**config.mk**
```make
export PLATFORM = sky130hd
export DESIGN_NAME = bs_price_engine
export DESIGN_NICKNAME = d
export VERILOG_FILES = /design/src/rtl/bs_price_engine.sv
export SDC_FILE = /design/constraint.sdc
export NUM_CORES = 2
export LEC_CHECK = 0
export CAP_MARGIN = 5
export CORE_UTILIZATION = 42
export DETAILED_ROUTE_END_ITERATION = 10
export PLACE_DENSITY = 0.69
export SYNTH_ARGS = -nofsm -noshare
export SYNTH_HDL_FRONTEND = slang
export SYNTH_SLANG_ARGS = --single-unit
export TNS_END_PERCENT = 5
```
**constraint.sdc**
```tcl
create_clock -name clk -period 19.1 [get_ports clk]
set_clock_uncertainty 0.2 [all_clocks]
set_input_delay 3.82 -clock clk [delete_from_list [all_inputs] [get_ports clk]]
set_output_delay 3.82 -clock clk [all_outputs]
set_load 0.005 [all_outputs]
```
**src/rtl/bs_price_engine.sv**
```systemverilog
// Black-Scholes call/put combiner: one time-shared fixed-point multiplier, exp(-rT) from an external unit.
// Latency E+4 cycles after exp_start (valid cycle also accepts start); start ignored while busy; BS_SAT_EN selects saturating arithmetic, otherwise results wrap.
module bs_price_engine #(
  parameter int WIDTH = 32,
  parameter int FRAC  = 16
) (
  input  logic                    clk,
  input  logic                    reset,
  input  logic                    start,
  input  logic signed [WIDTH-1:0] rate,
  input  logic signed [WIDTH-1:0] timetm,
  input  logic signed [WIDTH-1:0] spot,
  input  logic signed [WIDTH-1:0] strike,
  input  logic signed [WIDTH-1:0] nd1,
  input  logic signed [WIDTH-1:0] nd2,
  output logic                    busy,
  output logic                    valid,
  output logic signed [WIDTH-1:0] call_price,
  output logic signed [WIDTH-1:0] put_price,
  output logic                    exp_start,
  output logic signed [WIDTH-1:0] exp_x,
  input  logic signed [WIDTH-1:0] exp_y,
  input  logic                    exp_done
);

  typedef enum logic [2:0] {
    S_IDLE, S_EXP_REQ, S_EXP_WAIT, S_MUL_K, S_MUL_SN1, S_MUL_KN2, S_COMBINE
  } state_t;

  typedef struct packed {
    logic signed [WIDTH-1:0] spot;
    logic signed [WIDTH-1:0] strike;
    logic signed [WIDTH-1:0] nd1;
    logic signed [WIDTH-1:0] nd2;
  } opnd_t;

`ifdef BS_SAT_EN
  localparam logic signed [WIDTH-1:0] MAX_V = {1'b0, {(WIDTH-1){1'b1}}};
  localparam logic signed [WIDTH-1:0] MIN_V = {1'b1, {(WIDTH-1){1'b0}}};
`endif

  // Reduce a one-bit-wide sum/difference back to WIDTH bits.
  function automatic logic signed [WIDTH-1:0] fit1(input logic signed [WIDTH:0] v);
`ifdef BS_SAT_EN
    if (v[WIDTH] != v[WIDTH-1]) return v[WIDTH] ? MIN_V : MAX_V;
`endif
    return WIDTH'(v);
  endfunction

  function automatic logic signed [WIDTH-1:0] fit2(input logic signed [2*WIDTH-1:0] v);
`ifdef BS_SAT_EN
    if ((|v[2*WIDTH-1:WIDTH-1]) && !(&v[2*WIDTH-1:WIDTH-1]))
      return v[2*WIDTH-1] ? MIN_V : MAX_V;
`endif
    return WIDTH'(v);
  endfunction

  function automatic logic signed [WIDTH-1:0] add_w(input logic signed [WIDTH-1:0] a,
                                                    input logic signed [WIDTH-1:0] b);
    return fit1({a[WIDTH-1], a} + {b[WIDTH-1], b});
  endfunction

  function automatic logic signed [WIDTH-1:0] sub_w(input logic signed [WIDTH-1:0] a,
                                                    input logic signed [WIDTH-1:0] b);
    return fit1({a[WIDTH-1], a} - {b[WIDTH-1], b});
  endfunction

  state_t                    state;
  opnd_t                     op_q;
  logic signed [WIDTH-1:0]   ert, ke, sn1;
  logic signed [WIDTH-1:0]   mul_a, mul_b, mul_r, call_n;
  logic signed [2*WIDTH-1:0] mul_ae, mul_be, mul_full;

  // Idle/valid cycles keep rate*timetm on the multiplier so exp_x is ready at acceptance.
  always_comb begin
    mul_a = rate;
    mul_b = timetm;
    case (state)
      S_MUL_K:   begin mul_a = op_q.strike; mul_b = ert;      end
      S_MUL_SN1: begin mul_a = op_q.spot;   mul_b = op_q.nd1; end
      S_MUL_KN2: begin mul_a = ke;          mul_b = op_q.nd2; end
      default:   ;
    endcase
  end

  assign mul_ae   = {{WIDTH{mul_a[WIDTH-1]}}, mul_a};
  assign mul_be   = {{WIDTH{mul_b[WIDTH-1]}}, mul_b};
  assign mul_full = mul_ae * mul_be;
  assign mul_r    = fit2(mul_full >>> FRAC);
  // K*e^-rT*N(d2) leaves the multiplier in the same cycle the prices are registered.
  assign call_n   = sub_w(sn1, mul_r);

  always_ff @(posedge clk or posedge reset) begin
    if (reset) begin
      state      <= S_IDLE;
      op_q       <= '0;
      ert        <= '0;
      ke         <= '0;
      sn1        <= '0;
      busy       <= 1'b0;
      valid      <= 1'b0;
      exp_start  <= 1'b0;
      exp_x      <= '0;
      call_price <= '0;
      put_price  <= '0;
    end else begin
      exp_start <= 1'b0;
      valid     <= 1'b0;
      case (state)
        S_IDLE, S_COMBINE: begin
          if (start) begin
            op_q      <= '{spot: spot, strike: strike, nd1: nd1, nd2: nd2};
            exp_x     <= sub_w('0, mul_r);
            exp_start <= 1'b1;
            busy      <= 1'b1;
            state     <= S_EXP_REQ;
          end else begin
            state <= S_IDLE;
          end
        end
        S_EXP_REQ: state <= S_EXP_WAIT;
        S_EXP_WAIT: begin
          if (exp_done) begin
            ert   <= exp_y;
            state <= S_MUL_K;
          end
        end
        S_MUL_K: begin
          ke    <= mul_r;
          state <= S_MUL_SN1;
        end
        S_MUL_SN1: begin
          sn1   <= mul_r;
          state <= S_MUL_KN2;
        end
        S_MUL_KN2: begin
          call_price <= call_n;
          put_price  <= sub_w(add_w(call_n, ke), op_q.spot);
          valid      <= 1'b1;
          busy       <= 1'b0;
          state      <= S_COMBINE;
        end
        default: state <= S_IDLE;
      endcase
    end
  end

endmodule

```
==> flow_summary.html <==
<table>
<tr><th>Metric</th><th>Value</th></tr>
<tr><th colspan="2">Outcome</th></tr>
<tr><td>Status</td><td>finished clean</td></tr>
<tr><th colspan="2">Logic synthesis</th></tr>
<tr><td>Number of synthesized register bits</td><td>about 330</td></tr>
<tr><td>Cell type with the largest total area after synthesis</td><td>sky130_fd_sc_hd__fa_1</td></tr>
<tr><td>Synthesized area per cell</td><td>8.75 µm²</td></tr>
<tr><td>Synth Instances</td><td>about 5300</td></tr>
<tr><td>Post-synthesis cell area</td><td>about 46000 µm²</td></tr>
<tr><td>Async S/R FF share, synth</td><td>between 90% and 100%</td></tr>
<tr><td>Prevailing post-synth register cell</td><td>sky130_fd_sc_hd__dfrtp_1</td></tr>
<tr><td>Number of flops mapped to enable cells by yosys</td><td>0</td></tr>
<tr><td>Yosys top cell area share</td><td>between 30 and 40%</td></tr>
<tr><td>Part of the Yosys area used for sequential elements</td><td>17.6%</td></tr>
<tr><td>Count of yosys warnings during synthesis</td><td>0</td></tr>
<tr><td>Leading cell types by total area after synthesis</td><td>sky130_fd_sc_hd__fa_1 38%, sky130_fd_sc_hd__dfrtp_1 18%, sky130_fd_sc_hd__inv_1 7.6%</td></tr>
<tr><td>Net count after synthesis</td><td>around 6600</td></tr>
<tr><td>Number of distinct standard cells referenced by the synthesized netlist</td><td>81</td></tr>
<tr><th colspan="2">Critical path</th></tr>
<tr><td>Type of element launching the critical path</td><td>input port</td></tr>
<tr><td>Required time at the endpoint of the critical path</td><td>approximately 20 ns</td></tr>
<tr><td>Type of destination of the critical path</td><td>register</td></tr>
<tr><td>Crit path max fanout</td><td>16</td></tr>
<tr><td>Arrival time reported for the critical path endpoint</td><td>roughly 18 ns</td></tr>
<tr><td>Stage delay of the slowest cell on the critical path</td><td>just over 0.8 ns</td></tr>
<tr><td>Worst path slowest cell</td><td>sky130_fd_sc_hd__a221oi_4</td></tr>
<tr><td>Setup slack of the most critical reg-to-reg path</td><td>between 2 and 3 ns</td></tr>
<tr><td>Critical Path Most Common Cell</td><td>sky130_fd_sc_hd__fa_1</td></tr>
<tr><td>Critical Setup Path Class</td><td>input port to register</td></tr>
<tr><th colspan="2">Finish</th></tr>
<tr><td>Filler instances</td><td>a little over 10000</td></tr>
<tr><td>Final cell utilization of the core</td><td>between 40% and 50%</td></tr>
<tr><td>Share of layout cells above drive strength 1</td><td>between 5 and 6%</td></tr>
<tr><td>Layout Area Growth over Synthesis</td><td>14.4%</td></tr>
<tr><td>Post-layout nets</td><td>6861</td></tr>
<tr><td>Post-route cell area</td><td>~53000 µm²</td></tr>
<tr><th colspan="2">STA</th></tr>
<tr><td>Final max-slew violation count</td><td>0</td></tr>
<tr><td>Final count of hold timing violations</td><td>0</td></tr>
<tr><td>Actual transition at the worst max-transition pin</td><td>between 1 and 1.5 ns</td></tr>
<tr><td>Maximum achievable frequency</td><td>approximately 56 MHz</td></tr>
<tr><td>Final-layout setup total negative slack</td><td>0 ns</td></tr>
<tr><td>Shortest period the worst path allows</td><td>17.88 ns</td></tr>
<tr><td>Unrepaired setup endpoints after global routing</td><td>false</td></tr>
<tr><td>Finish-stage setup viols</td><td>0</td></tr>
<tr><td>Worst slew margin</td><td>around a fifth</td></tr>
<tr><td>Final period utilization</td><td>about 94%</td></tr>
<tr><th colspan="2">Placement</th></tr>
<tr><td>Instance area after placement</td><td>51800 µm²</td></tr>
<tr><td>Routability Congestion</td><td>between 0.9 and 1</td></tr>
<tr><td>DPL Wire Length</td><td>127000 µm</td></tr>
<tr><td>Port Buf Inserts</td><td>around 330</td></tr>
<tr><th colspan="2">Clock network</th></tr>
<tr><td>Sinks on Clock Net</td><td>about 330</td></tr>
<tr><td>CTS root buf</td><td>sky130_fd_sc_hd__clkbuf_16</td></tr>
<tr><td>Clock input transition at the sequential cells of the worst setup and hold paths</td><td>approximately 0.060 ns</td></tr>
<tr><td>Number of H-tree levels</td><td>2</td></tr>
<tr><td>Cts repair resizes</td><td>0</td></tr>
<tr><td>Cts bufs inserted</td><td>38</td></tr>
<tr><td>Clock latency of the later-clocked register in the worst-skew pair</td><td>approximately 0.6 ns</td></tr>
<tr><td>CTS Hold Bufs</td><td>0</td></tr>
<tr><td>TritonCTS clock tree</td><td>yes</td></tr>
<tr><td>Buffers from clock root to sink, at most</td><td>3</td></tr>
<tr><td>Post-CTS repair timing setup buffer count</td><td>0</td></tr>
<tr><th colspan="2">Floorplan</th></tr>
<tr><td>I/O pin total</td><td>about 330</td></tr>
<tr><td>Initial core utilization</td><td>between 40% and 50%</td></tr>
<tr><td>Die Width</td><td>approximately 330 µm</td></tr>
<tr><td>Die ar.</td><td>~110000 µm²</td></tr>
<tr><td>Core outline area</td><td>approximately 110000 µm²</td></tr>
<tr><td>Die height</td><td>334 µm</td></tr>
<tr><td>Total number of placement rows</td><td>between 100 and 150</td></tr>
<tr><th colspan="2">Route</th></tr>
<tr><td>Count of routing violations after the opening detailed-route iteration</td><td>around 3200</td></tr>
<tr><td>DRC violation count after routing</td><td>0</td></tr>
<tr><td>Detail-routed via count per cell</td><td>around 5.4</td></tr>
<tr><td>Number of nets with antenna violations after detailed routing</td><td>0</td></tr>
<tr><td>Wirelength per Cell</td><td>22.0 µm</td></tr>
<tr><td>Count of TritonRoute iterations in the first routing pass</td><td>8</td></tr>
<tr><td>Via count</td><td>38100</td></tr>
<tr><td>Total length of routed wires</td><td>~160000 µm</td></tr>
<tr><th colspan="2">GRT</th></tr>
<tr><td>Total GRT Usage</td><td>28.2%</td></tr>
<tr><td>First-pass GRT wire length</td><td>between 200000 and 250000 µm</td></tr>
<tr><td>Antenna violations before repair</td><td>4</td></tr>
<tr><td>Vias in the first global route</td><td>roughly 40000</td></tr>
<tr><td>Sum of overflow across all layers after global routing</td><td>0</td></tr>
<tr><td>Pin count of the biggest net entering global routing</td><td>between 150 and 200</td></tr>
<tr><th colspan="2">Min path</th></tr>
<tr><td>Hold Path Class</td><td>register to register</td></tr>
<tr><th colspan="2">Job</th></tr>
<tr><td>Number of max-cap violations</td><td>0</td></tr>
</table>
## layout make-up
type	instances	area, µm²	area share [%]
repair buffers	461	4300	8.10
clock inverters	14	251	0.473
flip-flops and latches	326	8160	15.4
clock buffers	55	1100	2.08
inverters	940	3540	6.66
well taps	1476	1850	3.48
diodes	4	10.0	0.0188
multi-input cells	3771	33900	63.8
## through the flow
stage                     setup slack [ns]  hold slack, ns  cells
after floorplan                       2.79           0.246   5305
after global placement                1.06           0.258   6974
after detailed placement             0.785           0.263   6974
after CTS                             1.41           0.277   7043
after global routing                 0.369           0.296   7043
final                                 1.22           0.275   7047
## path summary, 6_finish.rpt
path	startpoint	cells past startpoint	endpoint
max	timetm[2]	49	put_price[31]$_DFFE_PP0N_
min	op_q[25]$_DFFE_PP0P_	2	op_q[25]$_DFFE_PP0P_
max reg2reg	state[1]$_DFFE_PP0P_	50	put_price[31]$_DFFE_PP0N_
min reg2reg	op_q[25]$_DFFE_PP0P_	2	op_q[25]$_DFFE_PP0P_
max in group asynchronous	reset	3	ke[22]$_DFFE_PP0N_
min in group asynchronous	reset	2	exp_x[24]$_DFFE_PP0P_
## synth_stat cells, drive strengths merged, types with 22 or more instances
cell type  instances
a21o              27
a21oi            115
a22oi            111
buf               39
clkbuf           229
dfrtp            326
fa               870
ha               225
inv              938
mux2              38
nand2            897
nand2b            49
nand3             22
nor2             690
nor3              26
o21a              62
o21ai            248
xnor2             94
xor2              49
## cells by family after synthesis
kind of cell	Yosys count	synth area share, %
simple gates	1794	15.6
buf+inv	1208	9.84
fa+ha+maj	1098	43.6
compound gates	695	9.56
flops	326	17.6
xor+xnor	145	2.79
mux	39	0.943
## sequential cells by signal, indices dropped and copies added (netlist names)
register	cells
exp_x	32
sn1	32
ert	32
state	3
put_price	32
valid	1
op_q	128
busy	1
ke	32
call_price	32
exp_start	1
## critical path, delay by kind of cell
family                     cells  cell delay [ns]
AOI/OAI and AO/OA             17             4.49
xor gates and xnor gates       3             1.04
adders and majority gates     15             6.41
buffers and inverters          6             0.72
and+or+nand+nor                8             1.71
## routing by layer
layer  global-route usage [%]  wire length, µm  vias to the layer above  part of all wire [%]
met5                        0               13                        -                0.0084
met3                     6.84            14100                      442                   9.1
met2                     45.5            72400                     1722                    47
met4                     14.8             9690                        2                   6.2
met1                     35.1            59200                    19300                    38
li1                         -                -                    16700                     -
## cells in the final DEF (no fill, tap or decap), types with 13 or more instances in the layout
master / instances
sky130_fd_sc_hd__inv_1: 935
sky130_fd_sc_hd__nand2_1: 895
sky130_fd_sc_hd__fa_1: 870
sky130_fd_sc_hd__nor2_1: 689
sky130_fd_sc_hd__clkdlybuf4s50_1: 326
sky130_fd_sc_hd__dfrtp_1: 324
sky130_fd_sc_hd__ha_1: 225
sky130_fd_sc_hd__o21ai_0: 200
sky130_fd_sc_hd__buf_4: 133
sky130_fd_sc_hd__a21oi_1: 113
sky130_fd_sc_hd__a22oi_1: 111
sky130_fd_sc_hd__xnor2_1: 94
sky130_fd_sc_hd__o21a_1: 62
sky130_fd_sc_hd__nand2b_1: 49
sky130_fd_sc_hd__xor2_1: 49
sky130_fd_sc_hd__o21ai_1: 44
sky130_fd_sc_hd__mux2_2: 38
sky130_fd_sc_hd__clkbuf_16: 38
sky130_fd_sc_hd__a21o_1: 27
sky130_fd_sc_hd__nor3_1: 26
sky130_fd_sc_hd__nand3_1: 21
sky130_fd_sc_hd__nand4_1: 18
sky130_fd_sc_hd__nor2b_1: 17
sky130_fd_sc_hd__o31ai_1: 16
sky130_fd_sc_hd__or2_2: 14
sky130_fd_sc_hd__a22o_1: 13
Power is not shown: default switching activity piles up to over one toggle a cycle in this logic, so the estimate is an artifact.
